$ cat src/rtl/mem_port_arbiter_if.sv
// Bus bundle between the two requesters, the shared memory and mem_port_arbiter.
// master is the arbiter's view; slave is the view of the requesters plus the memory.
interface mem_port_arbiter_if #(
  parameter int AW = 32,
  parameter int DW = 32
);
  logic          req0;
  logic          we0;
  logic [AW-1:0] addr0;
  logic [DW-1:0] wdata0;
  logic          ack0;
  logic          req1;
  logic          we1;
  logic [AW-1:0] addr1;
  logic [DW-1:0] wdata1;
  logic          ack1;
  logic [DW-1:0] rdata;
  logic [1:0]    gnt;
  logic          busy;
  logic          mem_en;
  logic          mem_we;
  logic [AW-1:0] mem_addr;
  logic [DW-1:0] mem_wdata;
  logic [DW-1:0] mem_rdata;

  modport master (
    input  req0, we0, addr0, wdata0, req1, we1, addr1, wdata1, mem_rdata,
    output ack0, ack1, rdata, gnt, busy, mem_en, mem_we, mem_addr, mem_wdata
  );

  modport slave (
    output req0, we0, addr0, wdata0, req1, we1, addr1, wdata1, mem_rdata,
    input  ack0, ack1, rdata, gnt, busy, mem_en, mem_we, mem_addr, mem_wdata
  );
endinterface

$ cat src/rtl/mem_port_arbiter.sv
// Two-port arbiter for the core's single unified memory: grants one access at a time,
// strobes the fixed-latency memory once, captures read data and returns a one-cycle ack.
module mem_port_arbiter #(
  parameter int AW  = 32,
  parameter int DW  = 32,
  parameter int LAT = 2
) (
  input logic                clk,
  input logic                reset,
  mem_port_arbiter_if.master bus
);
  localparam logic [7:0] LAT_CNT = 8'(LAT);

  typedef enum logic [1:0] {IDLE = 2'd0, BUSY = 2'd1, DONE = 2'd2} state_t;

  state_t        state;
  state_t        state_nxt;
  logic [7:0]    cnt;
  logic          last_gnt;
  logic [1:0]    gnt_q;
  logic          en_q;
  logic          we_q;
  logic [AW-1:0] addr_q;
  logic [DW-1:0] wdata_q;
  logic [DW-1:0] rdata_q;
  logic          any_req;
  logic          tie;
  logic          pick1;

  // On a tie the port that did not win the previous tie is served; a lone request always wins.
  always_comb begin
    any_req = bus.req0 | bus.req1;
    tie     = bus.req0 & bus.req1;
    pick1   = bus.req1 & (~bus.req0 | ~last_gnt);
  end

  always_ff @(posedge clk or posedge reset) begin
    if (reset) state <= IDLE;
    else       state <= state_nxt;
  end

  always_comb begin
    state_nxt = state;
    case (state)
      IDLE:    if (any_req) state_nxt = BUSY;
      BUSY:    if (cnt == 8'd0) state_nxt = DONE;
      DONE:    state_nxt = IDLE;
      default: state_nxt = IDLE;
    endcase
  end

  // Request fields are latched once at the grant edge so later requester activity is ignored.
  always_ff @(posedge clk or posedge reset) begin
    if (reset) begin
      cnt      <= 8'd0;
      last_gnt <= 1'b1;
      gnt_q    <= 2'b00;
      en_q     <= 1'b0;
      we_q     <= 1'b0;
      addr_q   <= '0;
      wdata_q  <= '0;
      rdata_q  <= '0;
    end else begin
      en_q <= 1'b0;
      case (state)
        IDLE: begin
          if (any_req) begin
            gnt_q   <= pick1 ? 2'b10 : 2'b01;
            we_q    <= pick1 ? bus.we1 : bus.we0;
            addr_q  <= pick1 ? bus.addr1 : bus.addr0;
            wdata_q <= pick1 ? bus.wdata1 : bus.wdata0;
            cnt     <= LAT_CNT;
            en_q    <= 1'b1;
            if (tie) last_gnt <= pick1;
          end
        end
        BUSY: begin
          if (cnt == 8'd0) begin
            if (!we_q) rdata_q <= bus.mem_rdata;
          end else begin
            cnt <= cnt - 8'd1;
          end
        end
        DONE: begin
          gnt_q <= 2'b00;
          we_q  <= 1'b0;
        end
        default: ;
      endcase
    end
  end

  always_comb begin
    bus.ack0      = (state == DONE) & gnt_q[0];
    bus.ack1      = (state == DONE) & gnt_q[1];
    bus.busy      = (state != IDLE);
    bus.gnt       = gnt_q;
    bus.rdata     = rdata_q;
    bus.mem_en    = en_q;
    bus.mem_we    = we_q;
    bus.mem_addr  = addr_q;
    bus.mem_wdata = wdata_q;
  end
endmodule

$ cat src/flat_wrapper.sv
// flat-port wrapper written by rule: the top's interface ports become plain ports
module mem_port_arbiter_flat 
#(
  parameter int AW  = 32,
  parameter int DW  = 32,
  parameter int LAT = 2
)
  (clk, reset, bus_req0, bus_we0, bus_addr0, bus_wdata0, bus_req1, bus_we1, bus_addr1, bus_wdata1, bus_mem_rdata, bus_ack0, bus_ack1, bus_rdata, bus_gnt, bus_busy, bus_mem_en, bus_mem_we, bus_mem_addr, bus_mem_wdata);
  mem_port_arbiter_if #(.AW(AW), .DW(DW)) bus_i ();
  input logic clk;
  input logic reset;
  input wire logic [$bits(bus_i.req0)-1:0] bus_req0;
  input wire logic [$bits(bus_i.we0)-1:0] bus_we0;
  input wire logic [$bits(bus_i.addr0)-1:0] bus_addr0;
  input wire logic [$bits(bus_i.wdata0)-1:0] bus_wdata0;
  input wire logic [$bits(bus_i.req1)-1:0] bus_req1;
  input wire logic [$bits(bus_i.we1)-1:0] bus_we1;
  input wire logic [$bits(bus_i.addr1)-1:0] bus_addr1;
  input wire logic [$bits(bus_i.wdata1)-1:0] bus_wdata1;
  input wire logic [$bits(bus_i.mem_rdata)-1:0] bus_mem_rdata;
  output wire logic [$bits(bus_i.ack0)-1:0] bus_ack0;
  output wire logic [$bits(bus_i.ack1)-1:0] bus_ack1;
  output wire logic [$bits(bus_i.rdata)-1:0] bus_rdata;
  output wire logic [$bits(bus_i.gnt)-1:0] bus_gnt;
  output wire logic [$bits(bus_i.busy)-1:0] bus_busy;
  output wire logic [$bits(bus_i.mem_en)-1:0] bus_mem_en;
  output wire logic [$bits(bus_i.mem_we)-1:0] bus_mem_we;
  output wire logic [$bits(bus_i.mem_addr)-1:0] bus_mem_addr;
  output wire logic [$bits(bus_i.mem_wdata)-1:0] bus_mem_wdata;
  assign bus_i.req0 = bus_req0;
  assign bus_i.we0 = bus_we0;
  assign bus_i.addr0 = bus_addr0;
  assign bus_i.wdata0 = bus_wdata0;
  assign bus_i.req1 = bus_req1;
  assign bus_i.we1 = bus_we1;
  assign bus_i.addr1 = bus_addr1;
  assign bus_i.wdata1 = bus_wdata1;
  assign bus_i.mem_rdata = bus_mem_rdata;
  assign bus_ack0 = bus_i.ack0;
  assign bus_ack1 = bus_i.ack1;
  assign bus_rdata = bus_i.rdata;
  assign bus_gnt = bus_i.gnt;
  assign bus_busy = bus_i.busy;
  assign bus_mem_en = bus_i.mem_en;
  assign bus_mem_we = bus_i.mem_we;
  assign bus_mem_addr = bus_i.mem_addr;
  assign bus_mem_wdata = bus_i.mem_wdata;
  mem_port_arbiter #(.AW(AW), .DW(DW), .LAT(LAT)) u_core (.clk(clk), .reset(reset), .bus(bus_i));
endmodule
$ cat config.mk
export PLATFORM = sky130hd
export DESIGN_NAME = mem_port_arbiter_flat
export DESIGN_NICKNAME = d
export VERILOG_FILES = /design/src/rtl/mem_port_arbiter_if.sv /design/src/rtl/mem_port_arbiter.sv /design/src/flat_wrapper.sv
export SDC_FILE = /design/constraint.sdc
export NUM_CORES = 1
export LEC_CHECK = 0
export ABC_AREA = 1
export CAP_MARGIN = 20
export CORE_MARGIN = 8
export CORE_UTILIZATION = 30
export CTS_BUF_LIST = sky130_fd_sc_hd__clkbuf_2
export DETAILED_ROUTE_END_ITERATION = 6
export PLACE_DENSITY_LB_ADDON = 0.2
export SKIP_LAST_GASP = 1
export SYNTH_ARGS = -nofsm -noshare
export SYNTH_HDL_FRONTEND = slang
export SYNTH_SLANG_ARGS = --single-unit
$ cat constraint.sdc
create_clock -name clk -period 4.25 [get_ports clk]
set_input_delay 1.0625 -clock clk [delete_from_list [all_inputs] [get_ports clk]]
set_output_delay 1.0625 -clock clk [all_outputs]
set_load 0.01 [all_outputs]
-- Word-level counts from Yosys, hierarchy flattened
Index checks and enable logic that the tools add are counted.
- add/subtract/negate cells: 1
- equality and inequality tests: 5
- multiplexer cells: 16
- bitwise gates (word level): 9
- reduce and logical (&&, ||, !) cells: 11
- operator list (kind ; number):
    $mux W32 ; 2
    $mux W8 ; 2
    $pmux W8 S2 ; 1
    $reduce_and A3 Y1 ; 3
    $logic_not A8 Y1 ; 1
    $mux W2 ; 4
    $pmux W2 S2 ; 2
    $sub A8 B1 Y8 const B ; 1
    $reduce_and A2 Y1 ; 3
    $reduce_bool A2 Y1 ; 3
    $and A1 B1 Y1 ; 4
    $mux W1 ; 4
    $ne A2 B1 Y1 const B ; 2
    $not A1 Y1 ; 3
    $eq A2 B1 Y1 const B ; 1
    $eq A2 B2 Y1 const B ; 1
    $logic_not A2 Y1 ; 1
    $ne A2 B2 Y1 const B ; 1
    $or A1 B1 Y1 ; 2
    $pmux W1 S2 ; 1
- register bits: 111
- bits of input ports: 166
- output and inout port bits: 103
- word-level logic and storage cells: 51

-- Longest topological paths before layout
Gate-level depths: netlist (run 1).
- depth after elaboration: 6
- depth in mapped cells: 9
- depth with buffers taken out: 9

-- Worst setup path before layout (run 1)
No wires, ideal clock.
- path type: input-to-reg
- from: input bus_req0
- to: register u_core.addr_q[0] (netlist: u_core.bus.mem_addr[0])
- library setup time: 0.124 ns
- arrival time: 1.822 ns
- required time: 4.126 ns
- path slack: 2.304 ns
- stages on the path: 6
- path buffers: 2
- cell sequence: o21ai_2 -> nor2_2 -> buf_4 -> buf_4 -> nand2_1 -> nand3_1
- longest elaborated chain between the ends: 4
- elaborated cells between the ends (all ways): 6
- classes of those cells: mux (1); bitwise (4); reduce/logical (1)
- RTL lines (item ; RTL line ; source):
    from (decl) ; flat_wrapper.sv:12 ; input wire logic [$bits(bus_i.req0)-1:0] bus_req0;
    $not A1 Y1 ; mem_port_arbiter.sv:34 ; pick1 = bus.req1 & (~bus.req0 | ~last_gnt);
    $or A1 B1 Y1 ; mem_port_arbiter.sv:34 ;
    $and A1 B1 Y1 ; mem_port_arbiter.sv:34 ;
    $mux W32 ; mem_port_arbiter.sv:70 ; addr_q <= pick1 ? bus.addr1 : bus.addr0;
    to (signal assigned) ; mem_port_arbiter.sv:70 ;
    to (decl) ; mem_port_arbiter.sv:23 ; logic [AW-1:0] addr_q;
Several ways; a longest one is shown, not always the timed one.
A chain may end at the register's enable or synchronous reset.

-- Worst setup path after layout (run 1)
- from: register u_core.state[1]
- to: output bus_ack1
- longest elaborated chain between the ends: 2
- RTL lines (item ; RTL line ; source):
    from (decl) ; mem_port_arbiter.sv:16 ; state_t state;
    from (signal assigned) ; mem_port_arbiter.sv:39 ; else state <= state_nxt;
    $eq A2 B2 Y1 ; mem_port_arbiter.sv:95 ; bus.ack1 = (state == DONE) & gnt_q[1];
    $and A1 B1 Y1 ; mem_port_arbiter.sv:95 ;
    to (decl) ; flat_wrapper.sv:22 ; output wire logic [$bits(bus_i.ack1)-1:0] bus_ack1;
No other way between the ends.

==> results.cfg, run 1 <==
[run_status]
outcome = finished clean

[clock_tree]
clk_latency_ns = 0.60
cts_tree = built
ctsRootBufferMaster = clkbuf_2
cts_hold_buf = 0
ctsResizeCount = 0
cts.path.max_buffers = 2
htreeDepth = 3
cts.sinks = 111
cts_buffers = 9
clk_pin_slew_worst_paths_ns = 0.29
cts_setup_buffers = 0

[finish]
fin_area_sq_um = 8040
syn_to_final_growth_pct = 59.6
multiInputGateArea_sq_um = 1910
n_fill_cell = 1579
seq_area_sq_um = 2780
final_cells = 1077
fin_nets = 1018
drive_above_1_share_pct = 8.08
fin_util_pct = 48.6

[sta]
finalCriticalPeriod_ns = 3.06
grt_setup_unrepaired = false
max_slew.worst_pin.slew_ns = 0.809
hold_viol_final = 0
setup-violations-final = 0
tns_ns = 0
period_share_pct = 71.9
max_slew_margin_pct = 46.1
fmax_ghz = 0.327
slew_violations = 0
fin_worst_skew_ns = 0.0344

[routing]
routed_wl_um = 16300
wire_per_inst_um = 15.1
avgViaCountPerCell = 4.27
vias = 4604
drt-pass1-iter-count = 4
ant_nets = 0
drc = 0
drt_first_iter_violations = 182

[die]
core_area_sq_um = 16500
die_h_um = 146
start_util_pct = 30.5
dieArea_sq_um = 21200
rows = 47
ios = 269
die_x_um = 146

[placement]
numPortBuffers = 268
gp_congestion = 0.762
dp_hpwl_um = 12200
place_area_sq_um = 7930
dpl.cell_count = 1059

[synthesis]
ys_types = 25
ys_seq_area_share_pct = 55.2
yosysWarnings = 0
avgSynthCellArea_sq_um = 8.51
synth_area_leader_cell = dfrtp_1
yosys.area.top_type_share_pct = 54.6
yosys-top-cells-area = dfrtp_1 55%, nand2_1 19%, nand3_1 7.6%, o21ai_2 5.7%, inv_1 3.5%
ys_seq_elements = 111
syn_nets = 760
syn_area_sq_um = 5040
postSynthCellCount = 592

[global_route]
grt_overflow = 0
grt_pass1_wl_um = 26800
track_usage_pct = 15.8
grt_pass1_vias = 4814
antenna_found_initial = 2
grt_max_degree = 65

[hold_path]
min_path_type = flop to flop

[worst_setup_path]
criticalPathCategory = flop to output port
rr_startpoint = u_core.cnt[0]$_DFFE_PP0P_
critPathMaxFanout = 2
crit_start = u_core.state[1]$_DFFE_PP0P_
worstReg2RegEnd = u_core.bus.rdata[30]$_DFFE_PP0P_
critical_path.endpoint = bus_ack1
r2r_cells = 6
r2r_slack_ns = 2.43
cp-end-kind = output port
crit_required_ns = 3.19
crit_arrival_ns = 2.00
startpoint_type = flop

[power]
p_per_area_nw_per_um2 = 236
leakagePower_nw = 3.72
ir_drop_mv = 0.118
power_mw = 1.90

[flow_run]
cap_violations = 0
==> power breakdown <==
group	internal (mW)	switching [mW]
Sequential	1.09	0.0178
Clock	0.135	0.353
Combinational	0.204	0.0982
==> layout by cell type (no fill, tap or decap), types with 3 or more instances in the layout <==
master	instances
nand3_1	76
nor2_4	4
nor2_1	19
inv_1	46
clkdlybuf4s50_1	268
diode_2	3
nand2_1	254
nand2_2	3
dfrtp_1	110
inv_2	3
o21ai_2	32
clkbuf_2	11
buf_12	4
==> synth_stat cells <==
cell type and instances:
buf_2 8, buf_4 7, buf_6 6, clkbuf_1 6
dfrtp_1 110, dfstp_2 1, ha_1 2, inv_1 47
inv_2 3, nand2_1 254, nand2_2 3, nand2_4 1
nand3_1 76, nand4_1 2, nand4_4 1, nor2_1 19
nor2_2 2, nor2_4 2, nor3_4 1, o21ai_0 1
o21ai_1 2, o21ai_2 33, o22ai_1 2, xnor2_1 1
xor2_1 2
==> worst max-delay path, cell delays in order, from the launching register on <==
cell and delay (ns):
dfrtp_1 0.46, inv_1 0.10, nor2_1 0.14, inv_1 0.07, nor2_1 0.08, clkdlybuf4s50_1 0.56
==> layer usage <==
layer	GRT usage [%]	up-vias	wire [um]
met4	4.37	0	142
li1	-	2356	-
met2	27.3	121	8320
met1	18.0	2117	6610
met3	5.66	10	1200
met5	0	-	0
==> through the flow <==
step / hold WS [ns] / worst slack (ns)
2_1_floorplan: 0.466 / 0.259
3_3_place_gp: 0.463 / 1.44
3_5_place_dp: 0.467 / 1.38
4_1_cts: 0.515 / 1.10
5_1_grt: 0.546 / 0.983
6_report: 0.520 / 1.19
==> sequential cells by signal, indices dropped and copies added (netlist names) <==
name and count:
u_core.bus.mem_en 1, u_core.bus.mem_wdata 32, u_core.cnt 8, u_core.bus.gnt 2, u_core.bus.rdata 32, u_core.bus.mem_addr 32, u_core.bus.mem_we 1, u_core.last_gnt 1
u_core.state 2
==> final cells by class <==
| class | count | share of cell area [%] |
|---|---|---|
| repair buffers | 274 | 34.6 |
| flip-flops and latches | 111 | 34.6 |
| clock inverters | 4 | 0.592 |
| multi-input cells | 404 | 23.7 |
| inverters | 50 | 2.37 |
| clock buffers | 11 | 0.685 |
| well taps | 220 | 3.42 |
| diodes | 3 | 0.0934 |
==> worst min-delay path by stage <==
stage / startpoint / cells after the start / endpoint / slack (ns)
floorplan: u_core.last_gnt$_DFFE_PP1P_ / 2 / u_core.last_gnt$_DFFE_PP1P_ / 0.47
global placement: u_core.bus.rdata[14]$_DFFE_PP0P_ / 2 / u_core.bus.rdata[14]$_DFFE_PP0P_ / 0.46
detailed placement: u_core.bus.rdata[16]$_DFFE_PP0P_ / 2 / u_core.bus.rdata[16]$_DFFE_PP0P_ / 0.47
CTS: u_core.last_gnt$_DFFE_PP1P_ / 2 / u_core.last_gnt$_DFFE_PP1P_ / 0.51
global route: u_core.bus.rdata[3]$_DFFE_PP0P_ / 2 / u_core.bus.rdata[3]$_DFFE_PP0P_ / 0.55
finish: u_core.last_gnt$_DFFE_PP1P_ / 2 / u_core.last_gnt$_DFFE_PP1P_ / 0.52
==> cells by family after synthesis <==
group,count (synthesis),synth area share (%)
simple gates,361,30.2
flops,111,55.2
buf+inv,77,7.35
compound gates,38,6.28
xor+xnor,3,0.522
fa+ha+maj,2,0.497
No activity file was read; power rests on OpenSTA's default activity.
==> run 2: changes to the inputs <==
==> constraint.sdc (replaced) <==
create_clock -name clk -period 2.6 [get_ports clk]
set_input_delay 0.65 -clock clk [delete_from_list [all_inputs] [get_ports clk]]
set_output_delay 0.65 -clock clk [all_outputs]
set_load 0.01 [all_outputs]
==> results.cfg, run 2 (synthesis gave the netlist of run 1 again) <==
[run_status]
outcome = finished clean

[clock_tree]
cts_buffers = 9
cts.sinks = 111
clk_latency_ns = 0.60
ctsRootBufferMaster = clkbuf_2
cts.path.max_buffers = 2
htreeDepth = 3
clk_pin_slew_worst_paths_ns = 0.29
cts_tree = built

[worst_setup_path]
r2r_slack_ns = 0.89
criticalPathCategory = flop to output port
rr_startpoint = u_core.cnt[0]$_DFFE_PP0P_
critPathMaxFanout = 3
cp_slowest_cell = clkdlybuf4s50_1
crit_arrival_ns = 1.68
crit_start = u_core.bus.mem_we$_DFFE_PP0P_
cp-end-kind = output port
critical-path-max-stage-delay_ns = 0.59
crit_path_cell_trace = clkdlybuf4s50_1
r2r_cells = 9
startpoint_type = flop
worstReg2RegEnd = u_core.cnt[1]$_DFFE_PP0P_
crit_required_ns = 1.95
cp_top_family = buffers and inverters
crit_buf_inv = 1

[sta]
grt_setup_unrepaired = false
max_slew.worst_pin.slew_ns = 0.437
fin_worst_skew_ns = 0.0319
setup-violations-final = 0
period_share_pct = 89.5
slew_violations = 0
hold_viol_final = 0
setup_ws_ns = 0.273
max_slew_margin_pct = 70.8
fmax_ghz = 0.430
finalCriticalPeriod_ns = 2.33

[routing]
drt-pass1-iter-count = 4
wire_per_inst_um = 15.3
drt_first_iter_violations = 253
routed_wl_um = 16500
vias = 4591
ant_nets = 0
drc = 0
avgViaCountPerCell = 4.25

[placement]
dpl.cell_count = 1063
numPortBuffers = 268
dp_hpwl_um = 12600
place_worst_setup_slack_ns = 0.406
place_area_sq_um = 7980
gp_congestion = 0.795

[power]
leakagePower_nw = 3.78
ir_drop_mv = 0.276
p_per_area_nw_per_um2 = 392

[finish]
fin_area_sq_um = 8130
fin_nets = 1024
final_cells = 1081
syn_to_final_growth_pct = 61.4
mostFrequentLayoutCell = clkdlybuf4s50_1
drive_above_1_share_pct = 8.72
final_cell_mix = 265 x clkdlybuf4s50_1, 254 x nand2_1, 109 x dfrtp_1

[global_route]
grt_pass1_vias = 4726
grt_pass1_wl_um = 26500
track_usage_pct = 15.7
grt_overflow = 0
grt_max_degree = 55
antenna_found_initial = 1

[hold_path]
min_path_type = primary input to asynchronous set/reset pin

[die]
start_util_pct = 30.5
die_h_um = 146
ios = 269
rows = 47
die_x_um = 146
dieArea_sq_um = 21200
core_area_sq_um = 16500

[flow_run]
cap_violations = 0
-- run 2: changes by cell type in the layout (fill, tap and decap cells not counted) --
| cell | previous run | this run |
|---|---|---|
| buf_12 | 4 | 6 |
| buf_4 | 2 | 6 |
| bufinv_16 | 1 | 2 |
| clkdlybuf4s50_1 | 268 | 265 |
| clkinv_1 | 0 | 1 |
| clkinv_2 | 2 | 0 |
| clkinvlp_4 | 1 | 2 |
| dfrtp_1 | 110 | 109 |
| dfrtp_2 | 0 | 1 |
| diode_2 | 3 | 1 |
| dlygate4sd2_1 | 0 | 2 |
| dlymetal6s2s_1 | 0 | 1 |
| inv_4 | 1 | 0 |
-- run 2: stage by stage --
stage                     total power, mW  utilization, %  hold WS, ns  TNS [ns]
after floorplan                      1.95               -        0.466         0
after global placement               2.34            48.3        0.464         0
after detailed placement             2.35            48.3        0.467         0
after CTS                            3.25            49.2        0.284   -0.0468
after global routing                 3.35            49.2        0.292         0
final                                3.19            49.2        0.353         0
-- run 2: what timing repair did --
item | CTS | global route
endpoints found under the setup margin | 2 | 1
gates resized for setup | 3 | 1
hold buffers | 0 | 0
setup buffers | 2 | 0
pin swaps | 0 | 0
-- run 2: worst max path at each step --
stage | to | slack [ns] | depth (start not counted)
finish | bus_mem_we | 0.27 | 1
CTS | bus_busy | -0.05 | 4
floorplan | u_core.bus.gnt[0]$_DFFE_PP0P_ | 0.61 | 1
global placement | u_core.bus.mem_addr[23]$_DFFE_PP0P_ | 0.45 | 8
detailed placement | u_core.bus.mem_wdata[9]$_DFFE_PP0P_ | 0.41 | 8
global route | bus_ack1 | 0.06 | 5
-- run 2: final cells by class --
class                      instances  area [sq um]
antenna                            1          2.50
multi-input combinational        404          1910
fill                            1594          8400
clock inverter                     4          71.3
clock buffer                      11          55.1
timing repair buffer             280          2850
tap                              220           275
inverter                          50           191
sequential                       111          2780
-- run 2: per-layer routing --
metal  GRT usage (%)  vias to the layer above  share of wire (%)  wire [um]
met5               0                        -                  0          0
met1            17.5                     2064                 41       6700
li1                -                     2369                  -          -
met4            6.77                        0                2.5        414
met2            27.0                      135                 50       8250
met3            5.19                       23                7.1       1170
-- run 2: where the power goes --
group          switching (mW)  total [mW]  internal (mW)
Sequential             0.0297        1.81           1.78
Clock                   0.563       0.880          0.317
Combinational           0.163       0.499          0.336
==> run 3: changes to the inputs <==
--- a/config.mk
+++ b/config.mk
@@ -13,6 +13,7 @@
 export DETAILED_ROUTE_END_ITERATION = 6
 export PLACE_DENSITY_LB_ADDON = 0.2
 export SKIP_LAST_GASP = 1
+export SLEW_MARGIN = 30
 export SYNTH_ARGS = -nofsm -noshare
 export SYNTH_HDL_FRONTEND = slang
 export SYNTH_SLANG_ARGS = --single-unit
==> results of run 3 <==
Final layout, timing and power as in run 2 (identical DEF).
==> edit 1 (settings of run 3) <==
The 3 states of `state_t` get a one-hot encoding in 3 bits.
--- a/src/rtl/mem_port_arbiter.sv
+++ b/src/rtl/mem_port_arbiter.sv
@@ -11,7 +11,7 @@
 );
   localparam logic [7:0] LAT_CNT = 8'(LAT);
 
-  typedef enum logic [1:0] {IDLE = 2'd0, BUSY = 2'd1, DONE = 2'd2} state_t;
+  typedef enum logic [2:0] {IDLE = 3'b001, BUSY = 3'b010, DONE = 3'b100} state_t;
 
   state_t        state;
   state_t        state_nxt;
Formal check against the unedited RTL: no difference found for any inputs over 4 cycles, from zero or initial values and one cycle with reset high; so few cycles prove little.
==> edit 1 against run 3 <==
Sequential cell count grew 1; wire length grew 8.0%; critical path depth grew 3; core utilization shrank 0.23 points; global-route usage grew 1.0 points; synthesized area shrank 0.25%; via count grew 4.1%; design area shrank 0.83%; worst setup slack lost 110 ps; first-iteration DRC count shrank 4.7%; critical endpoint is now bus_ack0.
Power is not compared: it rests on default switching activity, and its combinational part moved more than twofold at a synthesized area within 25%.
==> edit 1: results <==
[yosys]
synth_cell_types = 27
synthXorXnorAreaFrac_pct = 0.349
synth_compound_area_share_pct = 15.5
synth_cells = 547
synthAdderAreaFrac_pct = 0.498
syn_nets = 715
netlist_top_cells_count = "nor2_1 (133), dfrtp_1 (110), inv_1 (53)"
synth-seq-area-share_pct = 55.8
ys_top_cells_by_area = "dfrtp_1 (55%), nor2_1 (9.9%), o22ai_1 (6.5%), o21ai_2 (5.6%), inv_1 (4.0%)"

[placement]
hpwl_um = 13700
gp_congestion = 0.871
place_area_um2 = 7940

[critical_path]
cp_max_fo = 4

[layout]
finalNetCount = 980
fillers = 1534
final_cells = 1039
layout-drive-gt1-share_pct = 11.4

[grt]
antenna_found_initial = 2
grt_max_degree = 82

[drt]
finalWirelength_um = 17900
num_vias = 4780
drtIter0Drc = 241

[clock_tree]
clk_latency_ps = 620

[status]
status = "completed"

[timing]
fin_skew_ps = 33.9
-- edit 1: changes by cell type in the layout (fill, tap and decap cells not counted), moves of 21 or more --
| cell | run 3 | this run |
|---|---|---|
| o21ai_0 | 1 | 34 |
| nor2_1 | 19 | 133 |
| nand2_1 | 254 | 50 |
| o22ai_1 | 2 | 52 |
| nand3_1 | 76 | 14 |
| nand2_2 | 3 | 24 |
-- edit 1: power by group through the flow --
stage          Combinational [mW]  Sequential [mW]  Clock (mW)
6_report                     4.97             3.18       0.803
5_1_grt                      5.44             3.30       0.907
4_1_cts                      5.04             3.18       0.846
3_5_place_dp                 5.02             3.23           0
3_3_place_gp                 4.92             3.19           0
2_1_floorplan                2.13             3.53           0
-- edit 1: layout make-up --
type                            instances  area, um2  share of cell area (%)
Clock buffer                           10       50.0                   0.621
Antenna cell                            2       5.00                  0.0621
Inverter                               54        206                    2.56
Multi-Input combinational cell        354       1820                    22.6
Timing Repair Buffer                  281       2840                    35.2
Clock inverter                          6       60.1                   0.745
Sequential cell                       112       2810                    34.8
Tap cell                              220        275                    3.41
-- edit 1: worst paths after layout --
check                           startpoint                 endpoint  depth (start not counted)
setup reg to reg             u_core.cnt[0]     u_core.bus.rdata[20]                          7
hold / removal                       reset  u_core.bus.mem_addr[19]                          2
hold reg to reg            u_core.last_gnt          u_core.last_gnt                          2
max in group asynchronous            reset  u_core.bus.mem_addr[11]                          3
min in group clk           u_core.last_gnt          u_core.last_gnt                          2
setup / recovery           u_core.state[0]                 bus_ack0                          4
-- edit 1: kinds of logic (layout without fill, tap and decap cells) --
group	Yosys count	in the layout
and+or+nand+nor	231	231
AOI/OAI and AO/OA	119	119
DFF	112	112
buffers and inverters	81	351
adders and majority gates	2	2
xor gates and xnor gates	2	2
other	0	2
-- edit 1: routing by layer --
layer	vias up	part of all wire [%]	routed length, um	global-route usage [%]
met4	0	3.4	601	7.70
met1	2246	42	7540	20.1
met5	-	0	0	0
met3	37	6.8	1210	4.82
met2	192	48	8510	27.2
li1	2305	-	-	-
-- edit 1: worst max-delay path: stages, from the launching register on --
cell           delay (ps)
dfstp_2               640
nor3_1                 60
inv_1                 130
nor2_1                 50
dlygate4sd2_1         290
-- edit 1: timing repair --
item | CTS | global route
setup endpoints to repair | 3 | 0
buffers inserted | 1 | 0
gates resized for setup | 3 | 0
==> edit 2 (settings of run 3) <==
Without the edit above. `DW` is set to 32 in 3 places; all go to 16.
--- a/src/rtl/mem_port_arbiter_if.sv
+++ b/src/rtl/mem_port_arbiter_if.sv
@@ -2,7 +2,7 @@
 // master is the arbiter's view; slave is the view of the requesters plus the memory.
 interface mem_port_arbiter_if #(
   parameter int AW = 32,
-  parameter int DW = 32
+  parameter int DW = 16
 );
   logic          req0;
   logic          we0;
--- a/src/rtl/mem_port_arbiter.sv
+++ b/src/rtl/mem_port_arbiter.sv
@@ -2,7 +2,7 @@
 // strobes the fixed-latency memory once, captures read data and returns a one-cycle ack.
 module mem_port_arbiter #(
   parameter int AW  = 32,
-  parameter int DW  = 32,
+  parameter int DW  = 16,
   parameter int LAT = 2
 ) (
   input logic                clk,
--- a/src/flat_wrapper.sv
+++ b/src/flat_wrapper.sv
@@ -2,7 +2,7 @@
 module mem_port_arbiter_flat 
 #(
   parameter int AW  = 32,
-  parameter int DW  = 32,
+  parameter int DW  = 16,
   parameter int LAT = 2
 )
   (clk, reset, bus_req0, bus_we0, bus_addr0, bus_wdata0, bus_req1, bus_we1, bus_addr1, bus_wdata1, bus_mem_rdata, bus_ack0, bus_ack1, bus_rdata, bus_gnt, bus_busy, bus_mem_en, bus_mem_we, bus_mem_addr, bus_mem_wdata);
Ports: changed (5 resized); port bits go from 269 to 189. The function was not compared with the original's and may differ.
==> edit 2 against run 3 <==
Sequential share of layout area increased by 0.14 points; total power is 93% higher; sequential cell count shrank 32; synthesized area is 28% lower; synthesized cell count down 27%; critical path depth increased by 2; wire length shrank 29%; design area decreased by 29%; worst setup slack got worse by 100 ps; largest cell class is now sequential cells.
==> edit 2: results <==
[layout]
multi_input_area_share_pct = 24.3
clock_area_share_pct = 1.76
num_antenna_cells = 0
nonClkBufAreaFrac_pct = 34.2
final_util_pct = 48.4
fillers = 1180
n_clock_buffer = 10
nFlopsAndLatches = 79
seq_share_pct = 34.3

[grt]
grt_pass1_vias = 3788
antenna_found_initial = 0
use_met2_pct = 24.4
grtUsageMet3_pct = 7.64
grt_use_met1_pct = 16.4

[placement]
hpwl_um = 8900
numPortBuffers = 188
place_ws_ps = 487
place_area_um2 = 5660
dp_cells = 759

[yosys]
synth_compound_area_share_pct = 4.90
syn_nets = 555
synthAdderAreaFrac_pct = 0.691
netlist_top_cells_count = "nand2_1 (195), dfrtp_1 (78), nand3_1 (56)"
synthXorXnorAreaFrac_pct = 0.725

[drt]
viasPerCell = 4.44
met2_length_um = 5470
drtIter0Drc = 196

[power]
seqPwrFrac_pct = 35.7
max-vdd-ir-drop_mv = 0.402
p_leak_nw = 2.68

[status]
status = "completed"

[timing]
tightest_slew_ps = 557

[clock_tree]
path_clk_slew_ps = 200
[edit 2: cell types whose count changed after synthesis, sizes merged]
cell,change
a21oi,+1
dfrtp,-32
nand3b,+1
nand2,-61
nor2,-3
inv,-17
o21ai,-16
buf,-6
clkbuf,-3
nand3,-20
nor3,-1
[edit 2: worst paths after layout]
check | start | to | slack [ps] | cells after the start
min in group asynchronous | reset | u_core.bus.mem_addr[4] | 580 | 3
min | u_core.last_gnt | u_core.last_gnt | 500 | 2
max | u_core.state[0] | bus_busy | 170 | 3
min reg2reg | u_core.last_gnt | u_core.last_gnt | 500 | 2
max in group asynchronous | reset | u_core.last_gnt | 1600 | 3
max reg2reg | u_core.cnt[0] | u_core.bus.rdata[5] | 800 | 7
[edit 2: worst max-delay path, delay by kind of cell, from the launching register on]
| kind | cells | cell delay (ps) |
|---|---|---|
| buffers and inverters | 2 | 720 |
| DFF | 1 | 470 |
| and+or+nand+nor | 1 | 60 |
